`config.mk`:
```
export PLATFORM = sky130hd
export DESIGN_NAME = booth_divider
export DESIGN_NICKNAME = d
export VERILOG_FILES = /design/src/rtl/booth_divider.sv
export SDC_FILE = /design/constraint.sdc
export NUM_CORES = 1
export LEC_CHECK = 0
export BUFFER_PORTS_ARGS = -buffer_cell sky130_fd_sc_hd__buf_2
export CAP_MARGIN = 20
export CORE_UTILIZATION = 55
export CTS_BUF_LIST = sky130_fd_sc_hd__clkbuf_2 sky130_fd_sc_hd__clkbuf_4 sky130_fd_sc_hd__clkbuf_8
export DETAILED_ROUTE_END_ITERATION = 10
export GPL_ROUTABILITY_DRIVEN = 0
export GPL_TIMING_DRIVEN = 0
export HOLD_SLACK_MARGIN = 0.1
export PLACE_DENSITY = 0.86
export SLEW_MARGIN = 20
export SYNTH_ARGS = -nofsm -noshare
export SYNTH_HDL_FRONTEND = slang
export SYNTH_SLANG_ARGS = --single-unit
```
`constraint.sdc`:
```
create_clock -name clk -period 3.45 [get_ports clk]
set_input_delay 0.8625 -clock clk [delete_from_list [all_inputs] [get_ports clk]]
set_output_delay 0.8625 -clock clk [all_outputs]
set_load 0.01 [all_outputs]
```
`src/rtl/booth_divider.sv`:
```
// Sequential signed divider: restoring shift-subtract on magnitudes, signs applied in FIX.
// Optional unsigned mode via BOOTH_DIVIDER_UNSIGNED_EN (adds input US).
module booth_divider #(
  parameter int W = 8
) (
  input  logic           clk,
  input  logic           rst,
`ifdef BOOTH_DIVIDER_UNSIGNED_EN
  input  logic           US,
`endif
  input  logic           S,
  input  logic [2*W-1:0] IN1,
  input  logic [W-1:0]   IN2,
  output logic           f,
  output logic [W-1:0]   quot,
  output logic [W-1:0]   rem,
  output logic           dz,
  output logic           ovf
);

  localparam logic [1:0] IDLE = 2'd0;
  localparam logic [1:0] DIV  = 2'd1;
  localparam logic [1:0] FIX  = 2'd2;
  localparam logic [1:0] DONE = 2'd3;

  localparam int CW = $clog2(2*W);
  localparam logic [CW-1:0] LAST_ITER = CW'(2*W-1);
  localparam logic [W-1:0]  QMIN_MAG  = {1'b1, {(W-1){1'b0}}};

  function automatic logic [2*W-1:0] cond_neg_wide(input logic [2*W-1:0] v, input logic neg);
    cond_neg_wide = neg ? (~v + (2*W)'(1)) : v;
  endfunction

  function automatic logic [W-1:0] cond_neg(input logic [W-1:0] v, input logic neg);
    cond_neg = neg ? (~v + W'(1)) : v;
  endfunction

  logic [1:0]     state_r;
  logic [2*W-1:0] dvd_r;
  logic [W-1:0]   dvs_r;
  logic [W-1:0]   prem_r;
  logic [CW-1:0]  cnt_r;
  logic           s1_r;
  logic           s2_r;
  logic           us_r;
  logic           f_r;
  logic [W-1:0]   quot_r;
  logic [W-1:0]   rem_r;
  logic           dz_r;
  logic           ovf_r;

  logic           us_s;
  logic           in1_neg_s;
  logic           in2_neg_s;
  logic [W:0]     shl_s;
  logic [W:0]     diff_s;
  logic           borrow_s;
  logic           take_s;
  logic           negq_s;
  logic           ovf_s;
  logic [W-1:0]   quot_s;
  logic [W-1:0]   rem_s;

`ifdef BOOTH_DIVIDER_UNSIGNED_EN
  assign us_s = US;
`else
  assign us_s = 1'b0;
`endif

  assign in1_neg_s = IN1[2*W-1] & ~us_s;
  assign in2_neg_s = IN2[W-1] & ~us_s;

  // Trial subtraction for one iteration plus the sign/overflow fix-up of the final magnitudes.
  always_comb begin
    shl_s             = {prem_r, dvd_r[2*W-1]};
    {borrow_s, diff_s} = {1'b0, shl_s} - {2'b00, dvs_r};
    // A kept difference is always below the divisor, so diff_s[W] set can only mean a borrow
    take_s            = ~(borrow_s | diff_s[W]);
    negq_s            = s1_r ^ s2_r;
    if (us_r) begin
      ovf_s = |dvd_r[2*W-1:W];
    end else if (negq_s) begin
      ovf_s = (|dvd_r[2*W-1:W]) | (dvd_r[W-1:0] > QMIN_MAG);
    end else begin
      ovf_s = (|dvd_r[2*W-1:W]) | dvd_r[W-1];
    end
    quot_s = cond_neg(dvd_r[W-1:0], negq_s);
    rem_s  = cond_neg(prem_r, s1_r);
  end

  // Control FSM, datapath and registered result outputs.
  always_ff @(posedge clk or posedge rst) begin
    if (rst) begin
      state_r <= IDLE;
      dvd_r   <= '0;
      dvs_r   <= '0;
      prem_r  <= '0;
      cnt_r   <= '0;
      s1_r    <= 1'b0;
      s2_r    <= 1'b0;
      us_r    <= 1'b0;
      f_r     <= 1'b0;
      quot_r  <= '0;
      rem_r   <= '0;
      dz_r    <= 1'b0;
      ovf_r   <= 1'b0;
    end else begin
      case (state_r)
        IDLE: begin
          if (S) begin
            if (IN2 == W'(0)) begin
              dz_r    <= 1'b1;
              ovf_r   <= 1'b0;
              quot_r  <= '0;
              rem_r   <= '0;
              state_r <= DONE;
            end else begin
              dvd_r   <= cond_neg_wide(IN1, in1_neg_s);
              dvs_r   <= cond_neg(IN2, in2_neg_s);
              s1_r    <= in1_neg_s;
              s2_r    <= in2_neg_s;
              us_r    <= us_s;
              prem_r  <= '0;
              cnt_r   <= '0;
              dz_r    <= 1'b0;
              ovf_r   <= 1'b0;
              state_r <= DIV;
            end
          end else begin
            state_r <= IDLE;
          end
        end
        DIV: begin
          prem_r <= take_s ? diff_s[W-1:0] : shl_s[W-1:0];
          dvd_r  <= {dvd_r[2*W-2:0], take_s};
          cnt_r  <= cnt_r + CW'(1);
          if (cnt_r == LAST_ITER) begin
            state_r <= FIX;
          end else begin
            state_r <= DIV;
          end
        end
        FIX: begin
          ovf_r   <= ovf_s;
          quot_r  <= ovf_s ? W'(0) : quot_s;
          rem_r   <= ovf_s ? W'(0) : rem_s;
          f_r     <= 1'b1;
          state_r <= DONE;
        end
        DONE: begin
          // The divide-by-zero path arrives with f still low and raises it one edge later
          if (!f_r) begin
            f_r <= 1'b1;
          end else if (!S) begin
            f_r     <= 1'b0;
            state_r <= IDLE;
          end else begin
            state_r <= DONE;
          end
        end
        default: begin
          state_r <= IDLE;
          f_r     <= 1'b0;
        end
      endcase
    end
  end

  assign f    = f_r;
  assign quot = quot_r;
  assign rem  = rem_r;
  assign dz   = dz_r;
  assign ovf  = ovf_r;

endmodule

```
==> summary.txt, run 1 <==
Setup path
  • CP Launch Point: prem_r[3]
  • R2r setup slk: 900 ps
  • Path depth of the worst reg2reg path: 8
  • Critical Path Fanout Max: 10
  • Worst-path cell chain: ha_1 -> o211ai_1 -> a21oi_2 -> o2111ai_1 -> a211oi_2 -> or2_1 -> buf_6 -> o311ai_0
  • Required @ worst endpoint: 3640 ps
  • Slowest stage delay, CP: 580 ps
  • R2r endpoint: prem_r[2]
  • Worst setup path endpoint: prem_r[2]
  • CP Launch Type: flop
  • Crit-path slowest cell: a211oi_2
  • Crit end category: flop
  • CP Data Arrival Time: 2740 ps
  • Levels on crit path: 8
  • Critical path class: reg2reg
  • Worst r2r src: prem_r[3]
  • CP Buf/Inv Count: 1
  • CP top delay family: compound AO/OA/AOI/OAI gates

Timing
  • Final cycle utilization of the critical path: 73.9%
  • Slew @ Worst Pin: 711 ps
  • WHS: 474 ps
  • Fin Clk Skew: 13.3 ps
  • Final TNS setup: 0 ps
  • Final Slew Violations: 0
  • Endpoints failing hold: 0
  • Peak Freq: 392 MHz
  • RSZ-0062 raised after global routing: false
  • Slew HR: 52.6%
  • Final-report setup violation count: 0
  • Crit path time final: 2550 ps

Placed design
  • Dpl hpwl: 5970 um
  • I/O Buffers: 44
  • DP Area: 3860 sq um

Clock network
  • Postcts setup bufs: 0
  • Hold bufs inserted after CTS: 0
  • CTS tree: built
  • CTS buffer count: 9
  • Reg clk slew, reported paths: 70 ps
  • Clk buf depth: 2
  • Clock Latency Late Sink: 350 ps
  • CTS Sinks: 59
  • # resized after CTS: 0
  • CTS root buf: clkbuf_8
  • H-tree levels: 3

Routing
  • Vias per cell: 5.90
  • DR vias: 3091
  • Residual DRC count: 0
  • Antenna viol nets, final: 0
  • Drt initial violations: 255
  • Routed Wire Length: 8240 um
  • 1st-pass router iterations: 5
  • WL/cell: 15.7 um

Layout
  • Final instance area: 4080 sq um
  • Number of fill cells: 467
  • FF/Latch Area: 1480 sq um
  • Post-layout util: 67.3%
  • Layout cell share with drive strength beyond 1: 16.5%
  • P&R area growth vs syn: 14.9%
  • Area of the multi-input gates: 1900 sq um
  • Inserted Diodes: 0
  • Final net count: 485

Synth
  • Most frequently used flop master after synthesis: dfrtp_1
  • Syn Nets: 430
  • Synth top cells by count: dfrtp_1, nand2_1, o21ai_0
  • Cell Area, Synth: 3550 sq um
  • Synthesis-stage register bit count: 59
  • Number of flops mapped to enable cells by yosys: 0
  • Syn_area_per_cell: 9.12 sq um
  • Share of async-settable or async-resettable flops after synthesis: 100%
  • Cells after Synth: 389
  • Yosys top cell area share: 41.6%
  • Yosys warns: 0
  • Area contributors post-synth: dfrtp_1, nand2_1, o21ai_0
  • Synth unique cells: 54
  • Dominant cell type by area after synthesis: dfrtp_1
  • Seq/Total Area, Yosys: 41.6%

Global routing
  • GRT Resource Usage Total: 26.8%
  • Largest net degree at the start of global routing: 60
  • Number of global-route vias before repair: 2881
  • Grt peak-use layer: met2
  • Total gr overflow: 0
  • Initial antenna violation count: 0
  • First-pass GRT wire length: 13200 um
  • M3 GR Usage: 7.36%
  • GR Util met1: 33.5%
  • Met2 Track Usage GR: 41.9%

Min path
  • Worst hold path class: reg2reg
  • Hold path start: rem[2]

Run
  • Max cap viols: 0

Die
  • Die width: 82.3 um
  • I/O pin count: 46
  • Die Ht: 82.3 um
  • # rows: 28
  • Core outline area: 6060 sq um
  • Die area: 6780 sq um
  • Initial core utilization: 58.5%

Power and ir drop
  • Power per cell area: 1040 nW/um^2
  • Leak: 1.90 nW
  • Worst VDD drop: 725 uV

Outcome
  • Status: complete, no violations
[layout make-up]
cell class	instances	area share (%)
multi-input cells	289	46.6
repair buffers	44	5.40
inverters	26	2.45
flip-flops and latches	59	36.2
clock inverters	4	1.17
clock buffers	12	4.05
plain buffers	15	1.84
well taps	75	2.30
[layout by cell type, fill, tap and decap left out, types with 4 or more instances in the layout]
cell,instances
a21o_1,4
a21oi_1,6
a222oi_1,6
a22oi_1,9
buf_2,47
clkbuf_1,10
clkbuf_8,12
dfrtp_1,59
ha_1,13
inv_1,25
mux2i_1,4
nand2_1,59
nand2b_1,9
nand3_1,4
nor2_1,21
nor2b_1,4
nor3_1,7
o211ai_1,10
o21ai_0,42
o31ai_1,5
or3_1,4
xnor2_1,22
xor2_1,14
[worst min path at each step]
stage | end | slack, ps | depth (start not counted)
floorplan | dvs_r[1] | 450 | 2
global placement | rem[5] | 460 | 2
detailed placement | rem[6] | 460 | 2
CTS | rem[6] | 480 | 2
global route | rem[6] | 500 | 2
finish | rem[2] | 470 | 2
[cell families after synthesis]
group | synth area share, %
xor+xnor | 8.89
mux | 1.45
compound gates | 20.9
buf+inv | 4.87
flops | 41.6
fa+ha+maj | 5.15
simple gates | 17.2
[report_power, final]
group	internal, mW	switching, mW	leakage, nW
Combinational	0.967	1.29	1.06
Clock	0.390	0.275	0.108
Sequential	1.03	0.296	0.732
[routing by layer]
metal / wire length (um) / vias to the layer above
li1: - / 1492
met1: 3540 / 1448
met2: 3960 / 124
met3: 500 / 27
met4: 236 / 0
met5: 0 / -
[state kept, by name (all words and copies together), names as in the netlist]
signal and cells:
f 1, s1_r 1, dvd_r 16, cnt_r 4
s2_r 1, quot 8, state_r 2, rem 8
prem_r 8, ovf 1, dvs_r 8, dz 1
[worst reg2reg max path: cells and delay by family, from the launching register on]
kind	cells	cell delay, ps
flip-flops	1	470
buffers and inverters	1	130
AO/OA/AOI/OAI	5	1180
AND/OR/NAND/NOR	1	200
adder cells (fa/ha/maj)	1	410
[through the flow]
step                      setup slack (ps)  cells  total power, mW
after global placement                 494    508             3.42
after global routing                   734    524             4.58
after detailed placement               651    508             3.53
final                                  901    524             4.25
after floorplan                       1110    389             2.95
after CTS                              948    524             4.22
No activity file was read; power rests on OpenSTA's default activity.
==> inputs of run 2 (changes only) <==
--- a/config.mk
+++ b/config.mk
@@ -7,13 +7,13 @@
 export LEC_CHECK = 0
 export BUFFER_PORTS_ARGS = -buffer_cell sky130_fd_sc_hd__buf_2
 export CAP_MARGIN = 20
-export CORE_UTILIZATION = 55
+export CORE_UTILIZATION = 54
 export CTS_BUF_LIST = sky130_fd_sc_hd__clkbuf_2 sky130_fd_sc_hd__clkbuf_4 sky130_fd_sc_hd__clkbuf_8
 export DETAILED_ROUTE_END_ITERATION = 10
 export GPL_ROUTABILITY_DRIVEN = 0
 export GPL_TIMING_DRIVEN = 0
 export HOLD_SLACK_MARGIN = 0.1
-export PLACE_DENSITY = 0.86
+export PLACE_DENSITY = 0.88
 export SLEW_MARGIN = 20
 export SYNTH_ARGS = -nofsm -noshare
 export SYNTH_HDL_FRONTEND = slang
==> constraint.sdc (replaced) <==
create_clock -name clk -period 2.25 [get_ports clk]
set_input_delay 0.5625 -clock clk [delete_from_list [all_inputs] [get_ports clk]]
set_output_delay 0.5625 -clock clk [all_outputs]
set_load 0.01 [all_outputs]
==> run 2 against run 1 <==
  * Total power grew 71%
  * First-iteration DRC count grew 9.4%
  * Register-to-register slack lost 890 ps
  * Via count grew 6.6%
  * Fmax grew 14%
  * Clock power grew 59%
  * Worst hold slack lost 130 ps
  * Clock skew shrank 7.5 ps
  * Count of clock-buffer cells in the layout grew 1
  * Non-clock buffer count grew 12
  * Global-route usage grew 0.44 points
  * Critical endpoint is now prem_r[4]
  * Largest cell class unchanged
==> summary.txt, run 2 (synthesized netlist as in run 1, its figures left out) <==
Layout
  • Commonest non-fill, non-tap cell in the layout: nand2_1
  • Inserted Diodes: 0 (unchanged)
  • Post-layout util: 68.0% (+0.76 points)
  • Most frequent cells in the layout: nand2_1, dfrtp_1, buf_2
  • Number of fill cells: 439 (-6.0%)
  • Final net count: 497 (+2.5%)
  • Top reg by flops: dvd_r
  • P&R area growth vs syn: 21.8%
  • Largest register FFs: 16 (unchanged)
  • Layout cell share with drive strength beyond 1: 23.2% (+6.7 points)

Timing
  • Crit path time final: 2240 ps (-306 ps)
  • RSZ-0062 raised after global routing: true
  • Slew @ Worst Pin: 702 ps (-8.67 ps)
  • Final TNS setup: 0 ps (unchanged)
  • Final worst slack: 6.88 ps (-894 ps)
  • Endpoints failing hold: 0 (unchanged)
  • Peak Freq: 446 MHz (+14%)
  • Final-report setup violation count: 0 (unchanged)
  • Fin Clk Skew: 5.81 ps (-7.46 ps)
  • Final cycle utilization of the critical path: 99.7% (+26 points)
  • WHS: 341 ps (-132 ps)
  • Slew HR: 53.2% (+0.58 points)
  • Final Slew Violations: 0 (unchanged)

Min path
  • Worst hold path class: in2async

Power and ir drop
  • Worst VDD drop: 785 uV (+8.3%)
  • Sequential share of power: 28.5% (-2.7 points)
  • Power per cell area: 1680 nW/um^2 (+61%)
  • Clock Power Share: 14.7% (-1.0 points)
  • Psw: 3.17 mW (+70%)
  • Leak: 1.99 nW (+4.6%)
  • Switching share of power: 43.8% (-0.084 points)
  • Internal Power: 4.08 mW (+71%)
  • Gate power share: 56.9% (+3.7 points)

Routing
  • 1st-pass router iterations: 7 (+2)
  • DR vias: 3296 (+6.6%)
  • Routed Wire Length: 9130 um (+11%)
  • Drt initial violations: 279 (+9.4%)
  • Residual DRC count: 0 (unchanged)
  • Antenna viol nets, final: 0 (unchanged)
  • WL/cell: 17.0 um (+7.9%)
  • Vias per cell: 6.13 (+3.9%)

Die
  • Initial core utilization: 55.9% (-2.7 points)
  • I/O pin count: 46 (unchanged)
  • Core outline area: 6350 sq um (+4.8%)
  • Die Ht: 83.1 um (+0.90%)
  • # rows: 29 (+3.6%)
  • Die area: 6900 sq um (+1.8%)
  • Die width: 83.1 um (+0.90%)

Setup path
  • Crit-path slowest cell: dfrtp_1
  • Worst-path cell chain: inv_2 -> ha_4 -> inv_2 -> fa_2 -> nand3_2 -> nand2_4 -> a21oi_4 -> a211oi_4 -> or2_1 -> buf_6 -> a221o_1
  • Critical Path Fanout Max: 7 (-3)
  • CP dominant cell by count: inv_2
  • CP Launch Type: flop
  • Required @ worst endpoint: 2480 ps (-1160 ps)
  • Critical path class: reg2reg
  • Crit end category: flop
  • CP Data Arrival Time: 2470 ps (-270 ps)
  • CP Buf/Inv Count: 3 (+2)
  • Slowest stage delay, CP: 390 ps (-190 ps)
  • CP top delay family: compound AO/OA/AOI/OAI gates

Global routing
  • Initial antenna violation count: 0 (unchanged)
  • GRT Resource Usage Total: 27.2% (+0.44 points)
  • Largest net degree at the start of global routing: 60 (unchanged)
  • Number of global-route vias before repair: 3111 (+8.0%)
  • Total gr overflow: 0 (unchanged)
  • First-pass GRT wire length: 14800 um (+13%)

Clock network
  • CTS root buf: clkbuf_8
  • CTS Sinks: 59 (unchanged)
  • Clock Latency Late Sink: 340 ps (about the same)
  • H-tree levels: 3 (unchanged)
  • CTS buffer count: 9 (unchanged)
  • Hold bufs inserted after CTS: 0 (unchanged)
  • Reg clk slew, reported paths: 70 ps (about the same)
  • Clk buf depth: 2 (unchanged)
  • CTS tree: built

Run
  • Max cap viols: 0 (unchanged)

Placed design
  • Pre-CTS WS: -251 ps (-902 ps)
  • Dpl hpwl: 6050 um (+1.4%)
  • I/O Buffers: 44 (unchanged)

Outcome
  • Status: complete, no violations
[run 2: changes by cell type in the layout (fill, tap and decap cells not counted), moves of 3 or more]
cell / change
dfrtp_1: -3
ha_4: +5
buf_4: +10
ha_1: -7
dfrtp_2: +3
[run 2: worst paths after layout]
kind	startpoint	end	slack, ps	cells past startpoint
max	dvd_r[15]	prem_r[4]	7	11
min	rst	prem_r[0]	340	2
max reg2reg	dvd_r[15]	prem_r[4]	7	11
min reg2reg	rem[6]	rem[6]	470	2
max in group asynchronous	rst	dvs_r[0]	1400	2
min in group clk	rem[6]	rem[6]	470	2
[run 2: repair_timing]
| item | in CTS | in global routing |
|---|---|---|
| setup endpoints to repair | 16 | 25 |
| gates resized for setup | 20 | 16 |
| pin swaps | 6 | 11 |
| setup buffers | 8 | 5 |
[run 2: power groups by stage]
stage | registers, mW | clock network (mW) | logic [mW]
after floorplan | 2.00 | 0 | 2.52
after global placement | 2.00 | 0 | 3.23
after detailed placement | 2.03 | 0 | 3.38
after CTS | 2.04 | 1.06 | 3.81
after global routing | 2.12 | 1.11 | 4.47
final | 2.06 | 1.06 | 4.12
[run 2: routing by layer]
metal / vias to the layer above / GRT usage [%] / part of all wire [%]
met5: - / 0 / 0
met4: 0 / 13.9 / 3.6
met3: 40 / 5.47 / 5.9
met2: 143 / 44.4 / 49
met1: 1600 / 34.4 / 41
li1: 1513 / - / -
[run 2: metrics by stage]
step | total power, mW | instances | cell area (sq um)
floorplan | 4.52 | 389 | 3550
global route | 7.70 | 538 | 4320
global placement | 5.23 | 510 | 3860
finish | 7.25 | 538 | 4320
detailed placement | 5.41 | 510 | 3870
CTS | 6.91 | 534 | 4260
[run 2: cell type report]
type | instances | area, sq um | area share [%]
Multi-Input combinational cell | 289 | 2030 | 46.9
Sequential cell | 59 | 1480 | 34.3
Timing Repair Buffer | 57 | 329 | 7.62
Clock buffer | 13 | 179 | 4.14
Inverter | 26 | 100 | 2.32
Tap cell | 77 | 96.3 | 2.23
Buffer | 14 | 66.3 | 1.53
Clock inverter | 3 | 43.8 | 1.01
==> inputs of run 3 (changes only) <==
--- a/config.mk
+++ b/config.mk
@@ -7,6 +7,7 @@
 export LEC_CHECK = 0
 export BUFFER_PORTS_ARGS = -buffer_cell sky130_fd_sc_hd__buf_2
 export CAP_MARGIN = 20
+export CORE_ASPECT_RATIO = 1.1
 export CORE_UTILIZATION = 54
 export CTS_BUF_LIST = sky130_fd_sc_hd__clkbuf_2 sky130_fd_sc_hd__clkbuf_4 sky130_fd_sc_hd__clkbuf_8
 export DETAILED_ROUTE_END_ITERATION = 10
==> run 3 against run 2 <==
  * Register-to-register slack about the same
  * Highest routed layer unchanged
  * Critical path depth down 2
  * Worst hold slack got worse by 2.0 ps
  * Count of clock-buffer cells in the layout decreased by 3
==> summary.txt, run 3 (synthesized netlist as in run 1, its figures left out) <==
Outcome
  • Status: complete, no violations

Clock network
  • Clk buf depth: 2 (unchanged)
  • H-tree levels: 3 (unchanged)
  • CTS Sinks: 59 (unchanged)
  • Reg clk slew, reported paths: 70 ps (about the same)
  • CTS buffer count: 9 (unchanged)
  • CTS tree: built
  • Clock Latency Late Sink: 350 ps (about the same)
  • CTS root buf: clkbuf_8
  • Hold bufs inserted after CTS: 0 (unchanged)

Global routing
  • Met2 Track Usage GR: 44.9% (+0.49 points)
  • First-pass GRT wire length: 14400 um (-2.6%)
  • GRT Resource Usage Total: 27.6% (+0.43 points)
  • Largest net degree at the start of global routing: 60 (unchanged)
  • Initial antenna violation count: 0 (unchanged)
  • GR Util met1: 33.4% (-0.99 points)
  • Grt peak-use layer: met2
  • Total gr overflow: 0 (unchanged)
  • Number of global-route vias before repair: 3004 (-3.4%)
  • M3 GR Usage: 8.38% (+2.9 points)

Layout
  • Top reg by flops: dvd_r
  • Number of fill cells: 448 (+2.1%)
  • Commonest non-fill, non-tap cell in the layout: nand2_1
  • Layout cell share with drive strength beyond 1: 23.2% (-0.050 points)
  • Inserted Diodes: 0 (unchanged)
  • Largest register FFs: 16 (unchanged)
  • Final net count: 498 (+0.20%)
  • P&R area growth vs syn: 20.5%
  • Post-layout util: 68.2% (+0.14 points)
  • Most frequent cells in the layout: nand2_1, dfrtp_1, buf_2

Routing
  • Vias per cell: 5.93 (-3.2%)
  • Antenna viol nets, final: 0 (unchanged)
  • WL/cell: 16.5 um (-2.8%)
  • DR vias: 3215 (-2.5%)
  • Routed Wire Length: 8940 um (-2.0%)
  • Drt initial violations: 248 (-11%)
  • 1st-pass router iterations: 5 (-2)
  • Residual DRC count: 0 (unchanged)

Setup path
  • Critical Path Fanout Max: 7 (unchanged)
  • Slowest stage delay, CP: 370 ps (-20 ps)
  • Worst-path cell chain: inv_1 -> ha_4 -> o211ai_1 -> a21oi_2 -> o2111ai_2 -> a211oi_4 -> or2_1 -> buf_6 -> a221o_1
  • CP Data Arrival Time: 2460 ps (about the same)
  • Crit end category: flop
  • CP Launch Type: flop
  • Required @ worst endpoint: 2480 ps (about the same)
  • Critical path class: reg2reg
  • Crit-path slowest cell: dfrtp_1

Power and ir drop
  • Power per cell area: 1640 nW/um^2 (-2.2%)
  • Tot Pwr: 7.02 mW (-3.2%)
  • Leak: 1.97 nW (-1.1%)
  • Worst VDD drop: 940 uV (+20%)

Min path
  • Worst hold path class: in2async

Timing
  • Crit path time final: 2230 ps (-14.0 ps)
  • Endpoints failing hold: 0 (unchanged)
  • Final cycle utilization of the critical path: 99.1% (-0.62 points)
  • Final Slew Violations: 0 (unchanged)
  • WHS: 339 ps (-1.98 ps)
  • Final-report setup violation count: 0 (unchanged)
  • Peak Freq: 449 MHz (+0.63%)
  • RSZ-0062 raised after global routing: true
  • Slew HR: 52.1% (-1.1 points)
  • Slew @ Worst Pin: 719 ps (+16.6 ps)
  • Fin Clk Skew: 6.13 ps (+0.323 ps)

Die
  • Die width: 79.3 um (-4.5%)
  • Core outline area: 6270 sq um (-1.3%)
  • Initial core utilization: 56.6% (+0.73 points)
  • # rows: 30 (+3.4%)
  • Die Ht: 87.0 um (+4.8%)
  • I/O pin count: 46 (unchanged)
  • Die area: 6900 sq um (about the same)

Placed design
  • I/O Buffers: 44 (unchanged)
  • Dpl hpwl: 6080 um (+0.47%)

Run
  • Max cap viols: 0 (unchanged)
[run 3: area by class of cell]
cell class | instances | area (sq um) | share of cell area [%]
Buffer | 14 | 65.1 | 1.52
Clock buffer | 10 | 131 | 3.07
Clock inverter | 6 | 32.5 | 0.761
Inverter | 26 | 100 | 2.34
Multi-Input combinational cell | 289 | 2040 | 47.7
Sequential cell | 59 | 1480 | 34.6
Tap cell | 80 | 100 | 2.34
Timing Repair Buffer | 58 | 325 | 7.61
[run 3: timing repair]
item | 4_1_cts | 5_1_grt
setup buffers | 9 | 5
pin swaps | 6 | 9
gates resized for setup | 20 | 10
endpoints found under the setup margin | 8 | 30
[run 3: worst max-delay path, delay by kind of cell, from the launching register on]
family / cells / cell delay, ps
compound gates: 5 / 980
flops: 1 / 370
buf+inv: 2 / 280
simple gates: 1 / 250
fa+ha+maj: 1 / 240
[run 3: worst paths after layout]
kind | from | endpoint | slack, ps | depth (start not counted)
min in group clk | quot[1] | quot[1] | 470 | 2
max in group asynchronous | rst | dvs_r[0] | 1390 | 2
hold reg to reg | quot[1] | quot[1] | 470 | 2
hold / removal | rst | quot[4] | 340 | 2
setup / recovery | dvs_r[2] | prem_r[4] | 20 | 9
setup reg to reg | dvs_r[2] | prem_r[4] | 20 | 9
[run 3: report_power, final]
part / leakage (nW) / switching, mW / internal, mW
sequential: 0.730 / 0.471 / 1.58
clock: 0.0890 / 0.413 / 0.400
combinational: 1.15 / 2.25 / 1.90
[run 3: metrics by stage]
| stage | setup slack, ps | instances | setup TNS, ps | cell area [sq um] |
|---|---|---|---|---|
| floorplan | 0.834 | 389 | 0 | 3550 |
| global placement | -406 | 513 | -27980 | 3870 |
| detailed placement | -274 | 513 | -6550 | 3870 |
| CTS | 7.16 | 537 | 0 | 4200 |
| global route | -65.5 | 542 | -294 | 4270 |
| finish | 20.8 | 542 | 0 | 4270 |
[run 3: per-layer routing]
layer	share of wire, %	routed length (um)	up-vias
met5	0	0	-
met4	2.5	222	0
met3	6.2	554	23
met2	51	4560	129
met1	40	3610	1545
li1	-	-	1518
